File: config.mk
export PLATFORM = sky130hd
export DESIGN_NAME = mux4_4bit
export DESIGN_NICKNAME = d
export VERILOG_FILES = /design/src/rtl/mux4_4bit.sv
export SDC_FILE = /design/constraint.sdc
export NUM_CORES = 1
export LEC_CHECK = 0
export CAP_MARGIN = 15
export CORE_AREA = 2 2 39 41
export DETAILED_ROUTE_END_ITERATION = 8
export DIE_AREA = 0 0 41 43
export DONT_BUFFER_PORTS = 1
export PLACE_DENSITY = 0.3
export SLEW_MARGIN = 20
export SYNTH_ARGS = -nofsm -noshare
export SYNTH_HDL_FRONTEND = slang
export SYNTH_SLANG_ARGS = --single-unit
File: constraint.sdc
create_clock -name clk -period 1 [get_ports clk]
set_input_delay 0.1 -clock clk [delete_from_list [all_inputs] [get_ports clk]]
set_output_delay 0.1 -clock clk [all_outputs]
set_load 0.02 [all_outputs]
File: src/rtl/mux4_4bit.sv
`default_nettype none
// ============================================================================
// Module   : mux4_4bit
// Purpose  : 4-to-1 WIDTH-bit multiplexer (decoder + per-bit AND-OR tree)
//            with a combinational result and a registered copy.
// Revision : 1.0
// ============================================================================
module mux4_4bit #(
  parameter int WIDTH = 4
) (
  input  logic             clk,
  input  logic             rst,
  input  logic [1:0]       s,
  input  logic [WIDTH-1:0] in0,
  input  logic [WIDTH-1:0] in1,
  input  logic [WIDTH-1:0] in2,
  input  logic [WIDTH-1:0] in3,
  output logic [WIDTH-1:0] out,
  output logic [WIDTH-1:0] out_q
);

  logic [3:0]       dec;
  logic [WIDTH-1:0] sel;

  assign dec[0] = ~s[1] & ~s[0];
  assign dec[1] = ~s[1] &  s[0];
  assign dec[2] =  s[1] & ~s[0];
  assign dec[3] =  s[1] &  s[0];

  generate
    for (genvar i = 0; i < WIDTH; i++) begin : g_bit
      logic and_or;
      logic consensus;

      assign and_or = (dec[0] & in0[i]) | (dec[1] & in1[i])
                    | (dec[2] & in2[i]) | (dec[3] & in3[i]);

      // Logically redundant terms: when a select bit is unknown, they keep the
      // result known wherever all remaining candidates agree on 1.
      assign consensus = (in0[i] & in1[i] & ~s[1]) | (in2[i] & in3[i] & s[1])
                       | (in0[i] & in2[i] & ~s[0]) | (in1[i] & in3[i] & s[0])
                       | (in0[i] & in1[i] & in2[i] & in3[i]);

      assign sel[i] = and_or | consensus;
    end
  endgenerate

  assign out = sel;

  always_ff @(posedge clk) begin
    if (rst) begin
      out_q <= '0;
    end else begin
      out_q <= sel;
    end
  end

endmodule
`default_nettype wire

==> flow_summary.json <==
{
  "syn_avg_cell_area_sq_um": 17.2,
  "portBuffers": 0,
  "yosys.area_share.simple": 0.176,
  "placed_area_sq_um": 256,
  "fin_area_sq_um": 289,
  "io_pins": 28,
  "start_util": 0.149,
  "post-route-period-util": 0.867,
  "fin_setup_tns_ps": 0,
  "use_met1": 0.0684,
  "tritoncts": "yes",
  "setup_viol": 0,
  "end_kind": "primary output",
  "final_cells": 36,
  "grt_max_degree": 5,
  "layout.nets": 42,
  "critPathMaxStageDelay_ps": 490,
  "cap_violations": 0,
  "hold_violations": 0,
  "die_h_um": 43,
  "firstDrtPassIters": 1,
  "period_needed_ps": 867,
  "drive_above_1_share": 0.600,
  "crit_path_max_fanout": 4,
  "cp.arrival_ps": 770,
  "grt_pass1_vias": 172,
  "hold_buffers": 1,
  "worst_hold_slack_ps": 60.7,
  "drc": 0,
  "vias_per_cell": 4.00,
  "wire_per_inst_um": 13.3,
  "drt_iter0_drc": 0,
  "synth_cells": 12,
  "grt_pass1_wl_um": 676,
  "synth_top_family_by_area": "multiplexers",
  "slowest_stage": "mux4_2",
  "ys_ff_latch": 4,
  "rsz0062_at_grt": "false",
  "max_flop_register": "out_q",
  "critical_path_class": "input port to primary output",
  "cpLargestDelayFamily": "multiplexers",
  "grtUsageMet3": 0.00524,
  "fp-row-count": 14,
  "hold_path_class": "input port to register",
  "areaGrowthSynthToFinish_pct": 40.0,
  "worst_pin_slew_ps": 200,
  "synth-compound-area-share": 0,
  "root_buffer": "clkbuf_4",
  "detail-route-antenna-nets": 0,
  "finalMaxSlewViolations": 0,
  "antennaDiodeCount": 0,
  "largest_registers": "out_q (4)",
  "synth_fp_nets": 32,
  "ys_seq_area_frac": 0.388,
  "p_leak_nw": 0.119,
  "globalRouteTotalUtil": 0.0605,
  "met2_usage": 0.0813,
  "relSlewSlack": 0.867,
  "largest_register_ffs": 4,
  "clockBufferDepth": 2,
  "muxShareOfSynthArea": 0.436,
  "fmax_mhz": 1150,
  "ir_worst_vdd_v": 0.000217,
  "cts_buffers": 3,
  "path_cells": "mux4_2 -> buf_4",
  "syn_area_sq_um": 206,
  "fp.dieArea_sq_um": 1760,
  "chipWidth_um": 41,
  "cp-start-kind": "input port",
  "p_total_mw": 0.488,
  "cts_sinks": 4,
  "synth_cell_types": 4,
  "routed_wl_um": 480,
  "power_density_nw_per_um2": 1690,
  "dpl.cell_count": 32,
  "gp_congestion": 0.624,
  "grt_overflow_total": 0,
  "core_sq_um": 1380,
  "yosys_warnings": 0,
  "grt-busiest-layer": "met2",
  "num_vias": 144,
  "critPathRequiredTime_ps": 900,
  "path_clk_slew_ps": 40,
  "status": "completed",
  "cts_setup_buffers": 0,
  "synth-adder-area-share": 0,
  "cts-htree-levels": 1,
  "cts_resized": 0,
  "antenna_found_initial": 0,
  "synthXorXnorAreaFrac": 0,
  "crit_buf_inv": 1
}
## layout make-up
class / count / area (sq um)
Fill cell: 152 / 1090
Multi-Input combinational cell: 8 / 126
Sequential cell: 4 / 80.1
Timing Repair Buffer: 5 / 40.0
Clock buffer: 3 / 22.5
Tap cell: 16 / 20.0
## layout by cell type (no fill, tap or decap), drive strengths merged
cell,Yosys,final
mux4,4,4
dfxtp,4,4
buf,0,4
and2b,3,3
clkbuf,0,3
nor2b,1,1
dlygate4sd3,0,1
## cell families after synthesis
group and count (synthesis):
flip-flops 4, multiplexers 4, AND/OR/NAND/NOR 4
## per-layer routing
metal,part of all wire,vias up
li1,-,64
met2,0.48,20
met3,0.18,0
met1,0.34,60
met4,0,0
met5,0,-
## path summary, 6_finish.rpt
| kind | startpoint | endpoint | slack (ps) | cells past startpoint |
|---|---|---|---|---|
| hold / removal | rst | out_q[1]$_SDFF_PP0_ | 60 | 1 |
| setup / recovery | s[0] | out[3] | 130 | 2 |
## Yosys cell counts (all sizes together)
library cell,count,area share
nor2b,1,0.067
dfxtp,4,0.39
and2b,3,0.11
mux4,4,0.44
## metrics by stage
stage	utilization	setup WS (ps)
4_1_cts	0.209	132
2_1_floorplan	-	48.5
6_report	0.209	133
5_1_grt	0.209	121
3_3_place_gp	0.185	126
3_5_place_dp	0.185	115
## where the power goes
group / internal [mW] / total (mW) / switching (mW)
Sequential: 0.174 / 0.194 / 0.0200
Combinational: 0.0598 / 0.101 / 0.0412
Clock: 0.134 / 0.193 / 0.0593
Total: 0.367 / 0.488 / 0.121
Note: power is estimated with default switching activity, not from simulation.
